===== src/rtl/booth_window_sequencer_if.sv =====
// Operand-in / window-out handshake bundle for the booth window sequencer.
// The slave modport is the sequencer side; master is the upstream/downstream side.
interface booth_window_sequencer_if #(
  parameter int WIDTH = 24
);
  localparam int NDIG = WIDTH / 3;
  localparam int IDXW = (NDIG > 1) ? $clog2(NDIG) : 1;

  logic             in_valid;
  logic             in_ready;
  logic [WIDTH-1:0] in_data;
  logic             win_valid;
  logic             win_ready;
  logic [3:0]       win_data;
  logic [IDXW-1:0]  win_idx;
  logic             win_last;

  modport slave (
    input  in_valid, in_data, win_ready,
    output in_ready, win_valid, win_data, win_idx, win_last
  );

  modport master (
    output in_valid, in_data, win_ready,
    input  in_ready, win_valid, win_data, win_idx, win_last
  );
endinterface


===== src/rtl/booth_window_sequencer.sv =====
// Splits a WIDTH-bit operand into NDIG overlapping {3 new bits, overlap bit}
// windows, LSB first, one per accepted beat, for the downstream booth recoder.
module booth_window_sequencer #(
  parameter int WIDTH = 24
) (
  input  logic                     clk,
  input  logic                     rst_n,
  booth_window_sequencer_if.slave  bus
);
  localparam int NDIG = WIDTH / 3;
  localparam int IDXW = (NDIG > 1) ? $clog2(NDIG) : 1;
  localparam logic [IDXW-1:0] LAST_IDX = IDXW'(NDIG - 1);

  localparam logic [0:0] S_IDLE = 1'b0;
  localparam logic [0:0] S_RUN  = 1'b1;

  logic [0:0]       state;
  logic [WIDTH-1:0] sh;
  logic             prev;
  logic [IDXW-1:0]  idx;
  logic             run;
  logic             last;
  logic             beat;

  assign run  = (state == S_RUN);
  assign last = run && (idx == LAST_IDX);
  assign beat = run && bus.win_ready;

  // Every output decodes from registered state only.
  assign bus.in_ready  = !run;
  assign bus.win_valid = run;
  assign bus.win_data  = run ? {sh[2:0], prev} : 4'b0000;
  assign bus.win_idx   = idx;
  assign bus.win_last  = last;

  always_ff @(posedge clk or negedge rst_n) begin
    if (!rst_n) begin
      state <= S_IDLE;
      sh    <= '0;
      prev  <= 1'b0;
      idx   <= '0;
    end else if (!run) begin
      if (bus.in_valid) begin
        sh    <= bus.in_data;
        prev  <= 1'b0;
        idx   <= '0;
        state <= S_RUN;
      end
    end else if (beat) begin
      // Top bit of this window becomes the overlap bit of the next one.
      prev <= sh[2];
      sh   <= sh >> 3;
      if (last) begin
        idx   <= '0;
        state <= S_IDLE;
      end else begin
        idx <= idx + 1'b1;
      end
    end
  end
endmodule


===== src/flat_wrapper.sv =====
// flat-port wrapper written by rule: the top's interface ports become plain ports
module booth_window_sequencer_flat 
#(
  parameter int WIDTH = 24
)
  (clk, rst_n, bus_in_valid, bus_in_data, bus_win_ready, bus_in_ready, bus_win_valid, bus_win_data, bus_win_idx, bus_win_last);
  booth_window_sequencer_if #(.WIDTH(WIDTH)) bus_i ();
  input  logic clk;
  input  logic rst_n;
  input wire logic [$bits(bus_i.in_valid)-1:0] bus_in_valid;
  input wire logic [$bits(bus_i.in_data)-1:0] bus_in_data;
  input wire logic [$bits(bus_i.win_ready)-1:0] bus_win_ready;
  output wire logic [$bits(bus_i.in_ready)-1:0] bus_in_ready;
  output wire logic [$bits(bus_i.win_valid)-1:0] bus_win_valid;
  output wire logic [$bits(bus_i.win_data)-1:0] bus_win_data;
  output wire logic [$bits(bus_i.win_idx)-1:0] bus_win_idx;
  output wire logic [$bits(bus_i.win_last)-1:0] bus_win_last;
  assign bus_i.in_valid = bus_in_valid;
  assign bus_i.in_data = bus_in_data;
  assign bus_i.win_ready = bus_win_ready;
  assign bus_in_ready = bus_i.in_ready;
  assign bus_win_valid = bus_i.win_valid;
  assign bus_win_data = bus_i.win_data;
  assign bus_win_idx = bus_i.win_idx;
  assign bus_win_last = bus_i.win_last;
  booth_window_sequencer #(.WIDTH(WIDTH)) u_core (.clk(clk), .rst_n(rst_n), .bus(bus_i));
endmodule

===== config.mk =====
export PLATFORM = sky130hd
export DESIGN_NAME = booth_window_sequencer_flat
export DESIGN_NICKNAME = d
export VERILOG_FILES = /design/src/rtl/booth_window_sequencer_if.sv /design/src/rtl/booth_window_sequencer.sv /design/src/flat_wrapper.sv
export SDC_FILE = /design/constraint.sdc
export NUM_CORES = 1
export LEC_CHECK = 0
export CORE_UTILIZATION = 40
export DETAILED_ROUTE_END_ITERATION = 7
export GPL_ROUTABILITY_DRIVEN = 0
export PLACE_DENSITY = 0.75
export SYNTH_ARGS = -nofsm -noshare
export SYNTH_HDL_FRONTEND = slang
export SYNTH_SLANG_ARGS = --single-unit

===== constraint.sdc =====
create_clock -name clk -period 1.6 [get_ports clk]
set_input_delay 0.4 -clock clk [delete_from_list [all_inputs] [get_ports clk]]
set_output_delay 0.4 -clock clk [all_outputs]
set_load 0.005 [all_outputs]

==> results of run 1 <==
## how the worst max path moves through the flow
stage,start,to,slack (ns),depth (start not counted)
final,u_core.bus.win_idx[0],bus_win_last,-0.07,4
after global routing,u_core.bus.win_idx[0],bus_win_last,-0.11,4
after CTS,u_core.bus.win_idx[0],bus_win_last,-0.10,4
after detailed placement,u_core.bus.win_idx[0],bus_win_last,-0.17,4
after global placement,u_core.bus.win_idx[0],bus_win_last,-0.12,4
after floorplan,u_core.bus.win_idx[0],bus_win_last,0.24,3
## power by group
part | internal, mW | leakage (nW) | switching [mW]
clock network | 0.388 | 0.0542 | 0.284
registers | 1.04 | 0.372 | 0.229
logic | 0.667 | 0.592 | 0.503
total | 2.09 | 1.02 | 1.02
## flip-flops by register name (all words and copies together) (netlist names)
name and count:
u_core.bus.win_valid 1, u_core.prev 1, u_core.bus.win_idx 3, u_core.sh 24
## repair_timing
action                     CTS  global route
resized for setup           17             7
buffers inserted             3             1
setup endpoints to repair    9             7
pin swaps                    1             2
gates cloned                 0             0
## synth_stat cells (all sizes together)
library cell,number
a211oi,21
a21oi,21
a31oi,1
and2,5
buf,12
clkbuf,2
dfrtp,29
ha,2
inv,1
mux2i,25
nand2,6
nand2b,1
nand4b,2
nor2,1
nor2b,22
o21ai,4
o22ai,3
o31ai,1
## routing by layer
| metal | wire, um | global-route usage | vias to the layer above |
|---|---|---|---|
| met1 | 1640 | 0.200 | 698 |
| met2 | 1990 | 0.319 | 31 |
| li1 | - | - | 669 |
| met5 | 0 | 0 | - |
| met4 | 40 | 0.0755 | 0 |
| met3 | 178 | 0.0400 | 4 |
## layout make-up
| class | instances | area, sq um |
|---|---|---|
| inverters | 1 | 3.75 |
| well taps | 50 | 62.6 |
| repair buffers | 52 | 490 |
| multi-input cells | 115 | 930 |
| clock buffers | 7 | 96.3 |
| flip-flops and latches | 29 | 727 |
| clock inverters | 1 | 5.00 |
| fillers | 344 | 1800 |
## logic make-up (layout without fill, tap and decap cells)
logic type               count (synthesis)  in the layout  synth area share
adder cells (fa/ha/maj)                  2              2            0.0142
AO/OA/AOI/OAI                           51             51             0.236
AND/OR/NAND/NOR                         37             37             0.124
multiplexers                            25             25             0.142
buffers and inverters                   15             61            0.0711
flip-flops                              29             29             0.412
## through the flow
stage,TNS [ns],worst slack [ns]
after floorplan,0,0.244
after global placement,-0.123,-0.123
after detailed placement,-0.236,-0.172
after CTS,-0.103,-0.103
after global routing,-0.107,-0.107
final,-0.0729,-0.0729
==> metrics.csv, run 1 <==
stage,metric,value,unit
status,status,finished with violations,
status,violations,setup timing,
synthesis,synth_fp_nets,189,
floorplanning,fp.dieArea,4670,sq um
grt,gr-total-overflow,0,
synthesis,yosysUniqueCellTypes,23,
synthesis,synth-seq-area-share,0.412,
timing,finalCriticalPeriod,1.67,ns
critical_path,slowest_delay,0.39,ns
power,leakagePower,1.02,nW
critical_path,end_kind,output port,
cts,cts.sinks,29,
timing,hold_slack,0.505,ns
cts,root_buffer,clkbuf_8,
critical_path,critical_path_buf_inv_count,1,
critical_path,critPathKind,reg2out,
floorplanning,initial_core_util,0.428,
synthesis,syn_avg_cell_area,11.1,sq um
finish,drive_gt1_frac,0.259,
critical_path,r2r_end,u_core.bus.win_idx[1],
finish,stdcell_area,2310,sq um
floorplanning,io_pins,38,
finish,nets,234,
cts,htreeDepth,2,
timing,max_freq,598,MHz
min_path,hp-class,in2async,
placement,placedCellCount,243,
timing,hold_viol_final,0,
timing,slew_violations,0,
critical_path,critPathSlowestCell,dfrtp_1,
critical_path,cp_data_required_time,1.20,ns
synthesis,netlist_instances,159,
timing,slew_headroom,0.748,
cts,path_clk_slew,0.07,ns
synthesis,ys_seq_elements,29,
floorplanning,core,4120,sq um
timing,rsz0062_at_grt,yes,
critical_path,arrival,1.27,ns
route,drt_wl_total,3850,um
placement,place_area,2180,sq um
critical_path,r2r_slack,0.09,ns
cts,hold_buffers,0,
critical_path,crit_chain,"ha_2, ha_4, and2_4, buf_6",
run,cap_violations,0,
floorplanning,dieWidth,68.3,um
synthesis,synth_top_cell_area_share,0.412,
placement,portBuffers,37,
finish,layout_common_cells,"28 x dfrtp_1, 26 x clkdlybuf4s50_1, 25 x mux2i_1",
finish,final_util,0.562,
critical_path,r2r_cells,6,
critical_path,worst_setup_path_start_kind,flop,
timing,min_period_over_period,1.05,
route,first_pass_iters,4,
synthesis,yosys.area.top_type,dfrtp_1,
power,finalPower,3.11,mW
cts,clock_latency,0.28,ns
route,via_per_inst,5.50,
timing,setup_viol,1,
finish,antenna_cells,0,
critical_path,r2r-start,u_core.bus.win_valid,
timing,worstMarginPinSlew,0.378,ns
route,wl_per_cell,15.1,um
finish,area_growth,31.5,%
grt,grt_pass1_vias,1364,
grt,grt_pass1_wl,6060,um
route,vias,1402,
floorplanning,rows,23,
route,drtIter0Drc,60,
floorplanning,die_h,68.3,um
critical_path,crit_family,flip-flops,
route,postRouteAntennaNets,0,
cts,cts_tree,built,
timing,finalClockSkew,0.00769,ns
synthesis,ys_warn_count,0,
synthesis,netlist_area,1760,sq um
cts,ctsLongestPathBuffers,2,
route,drc,0,
synthesis,synth_area_leaders,"dfrtp_1 41%, a211oi_2 14%, mux2i_1 14%",
grt,grt_usage,0.178,
placement,hpwlAfterDp,2640,um
timing,setup_slack,-0.0729,ns
critical_path,crit_fanout,2,
power,vdd_drop_max,653,uV
cts,numCtsBuffers,5,
finish,final_common_cell,dfrtp_1,
power,power.density,1340,nW/um^2
grt,grt_max_degree,31,
finish,final-instance-count-excl-fill,255,
grt,antenna_found_initial,0,
(Power assumes the default switching activity.)
==> run 2, diff against run 1 <==
Settings changed: CORE_MARGIN set to 2, SKIP_CTS_REPAIR_TIMING set to 1.
==> run 2 against run 1 <==
Compared with the run above: the run still ends with setup timing left; global-route usage shrank 3.4 points; maximum frequency shrank 3.5%; critical path depth shrank 2; critical endpoint is now bus_win_data[1]; sequential power is essentially flat; count of clock-buffer cells in the layout shrank 1; highest routed layer unchanged.
==> metrics.csv, run 2 (synthesized netlist as in run 1, its figures left out) <==
stage,metric,value,unit,change
route,via_per_inst,5.16,,-6.2%
placement,place_area,2180,sq um,unchanged
cts,clock_latency,0.27,ns,about the same
floorplanning,fp.dieArea,4950,sq um,+5.9%
finish,final_common_cell,clkdlybuf4s50_1,,
finish,nFillCells,385,,+12%
grt,grt_pass1_vias,1302,,-4.5%
power,vdd_drop_max,708,uV,+8.3%
placement,portBuffers,37,,unchanged
floorplanning,die_h,70.3,um,+2.9%
placement,hpwlAfterDp,2250,um,-15%
finish,drive_gt1_frac,0.225,,-0.0330
timing,setup_slack,-0.134,ns,-0.0614 ns
timing,finalCriticalPeriod,1.73,ns,+0.0614 ns
route,vias,1320,,-5.8%
status,violations,setup timing,,
critical_path,end_kind,output port,,
route,wl_per_cell,13.4,um,-11%
timing,setup_viol,5,,+4
route,drt_wl_total,3420,um,-11%
finish,multi_input_area,925,sq um,-0.54%
min_path,hp-class,in2async,,
finish,area_growth,32.0,%,
cts,htreeDepth,2,,unchanged
grt,gr-total-overflow,0,,unchanged
route,postRouteAntennaNets,0,,unchanged
power,leakagePower,1.06,nW,+4.1%
run,cap_violations,0,,unchanged
floorplanning,io_pins,38,,unchanged
finish,stdcell_area,2320,sq um,+0.38%
timing,finalClockSkew,0.00321,ns,-0.00448 ns
cts,ctsLongestPathBuffers,2,,unchanged
finish,nets,233,,-0.43%
timing,max_freq,577,MHz,-3.5%
route,first_pass_iters,4,,unchanged
finish,seq_area,727,sq um,unchanged
route,drtIter0Drc,62,,+3.3%
cts,numCtsBuffers,5,,unchanged
critical_path,arrival,1.33,ns,+0.06 ns
finish,largest_reg_flops,24,,unchanged
critical_path,crit_fanout,7,,+5
timing,timing.setup.tns,-0.556,ns,-0.483 ns
status,status,finished with violations,,
timing,min_period_over_period,1.08,,+0.0384
timing,slew_headroom,0.739,,-0.00825
finish,antenna_cells,0,,unchanged
timing,slew_violations,0,,unchanged
timing,rsz0062_at_grt,yes,,
finish,layout_common_cells,"30 x clkdlybuf4s50_1, 28 x dfrtp_1, 25 x mux2i_1",,
cts,path_clk_slew,0.06,ns,about the same
floorplanning,rows,24,,+4.3%
timing,worstMarginPinSlew,0.391,ns,+0.0124 ns
floorplanning,dieWidth,70.3,um,+2.9%
floorplanning,core,4290,sq um,+4.3%
critical_path,critPathKind,reg2out,,
grt,grt_pass1_wl,5770,um,-4.8%
route,drc,0,,unchanged
critical_path,cp_data_required_time,1.20,ns,about the same
cts,root_buffer,clkbuf_8,,
floorplanning,initial_core_util,0.410,,-0.0178
grt,grt_max_degree,45,,+45%
cts,cts.sinks,29,,unchanged
timing,hold_viol_final,0,,unchanged
critical_path,worst_setup_path_start_kind,flop,,
finish,top_register,u_core.sh,,
grt,antenna_found_initial,0,,unchanged
power,power.density,1290,nW/um^2,-3.6%
grt,grt_usage,0.144,,-0.0340
cts,cts_tree,built,,
==> run 2: final cells by class <==
cell class / count / area share
clock buffers: 6 / 0.0312
flip-flops and latches: 29 / 0.313
well taps: 52 / 0.0280
repair buffers: 51 / 0.224
clock inverters: 2 / 0.00431
multi-input cells: 115 / 0.398
inverters: 1 / 0.00162
==> run 2: worst paths after layout <==
path	depth (start not counted)	slack, ns	from	endpoint
worst max-delay path	2	-0.13	u_core.bus.win_valid	bus_win_data[1]
worst min-delay path	2	0.48	rst_n	u_core.sh[15]
worst max register to register	5	0.09	u_core.bus.win_valid	u_core.bus.win_idx[0]
worst min register to register	2	0.51	u_core.prev	u_core.prev
max in group asynchronous	2	0.95	rst_n	u_core.bus.win_valid
min in group clk	3	0.50	bus_in_valid	u_core.sh[1]
==> run 2: worst max-delay path, cell delays in order (launching register included) <==
cell and delay (ns):
dfrtp_2 0.41, and2_1 0.15, clkdlybuf4s50_1 0.50
==> run 2: through the flow <==
stage	power, mW	hold WS, ns	utilization	setup WS [ns]	instances
after CTS	3.00	0.483	0.526	-0.472	251
after floorplan	1.94	0.104	-	0.244	159
final	3.01	0.484	0.541	-0.134	256
after global placement	2.40	0.485	0.507	-0.155	243
after detailed placement	2.43	0.493	0.507	-0.167	243
after global routing	3.22	0.523	0.541	-0.160	256
==> run 2: report_power, final <==
part,switching (mW),internal (mW)
clock network,0.259,0.300
registers,0.219,1.04
logic,0.484,0.708
total,0.961,2.04
==> run 2: routing by layer <==
layer  part of all wire  track usage  up-vias
li1                   -            -      662
met1               0.49        0.182      632
met2               0.46        0.239       22
met3              0.034       0.0303        4
met4              0.011       0.0577        0
met5                  0            0        -
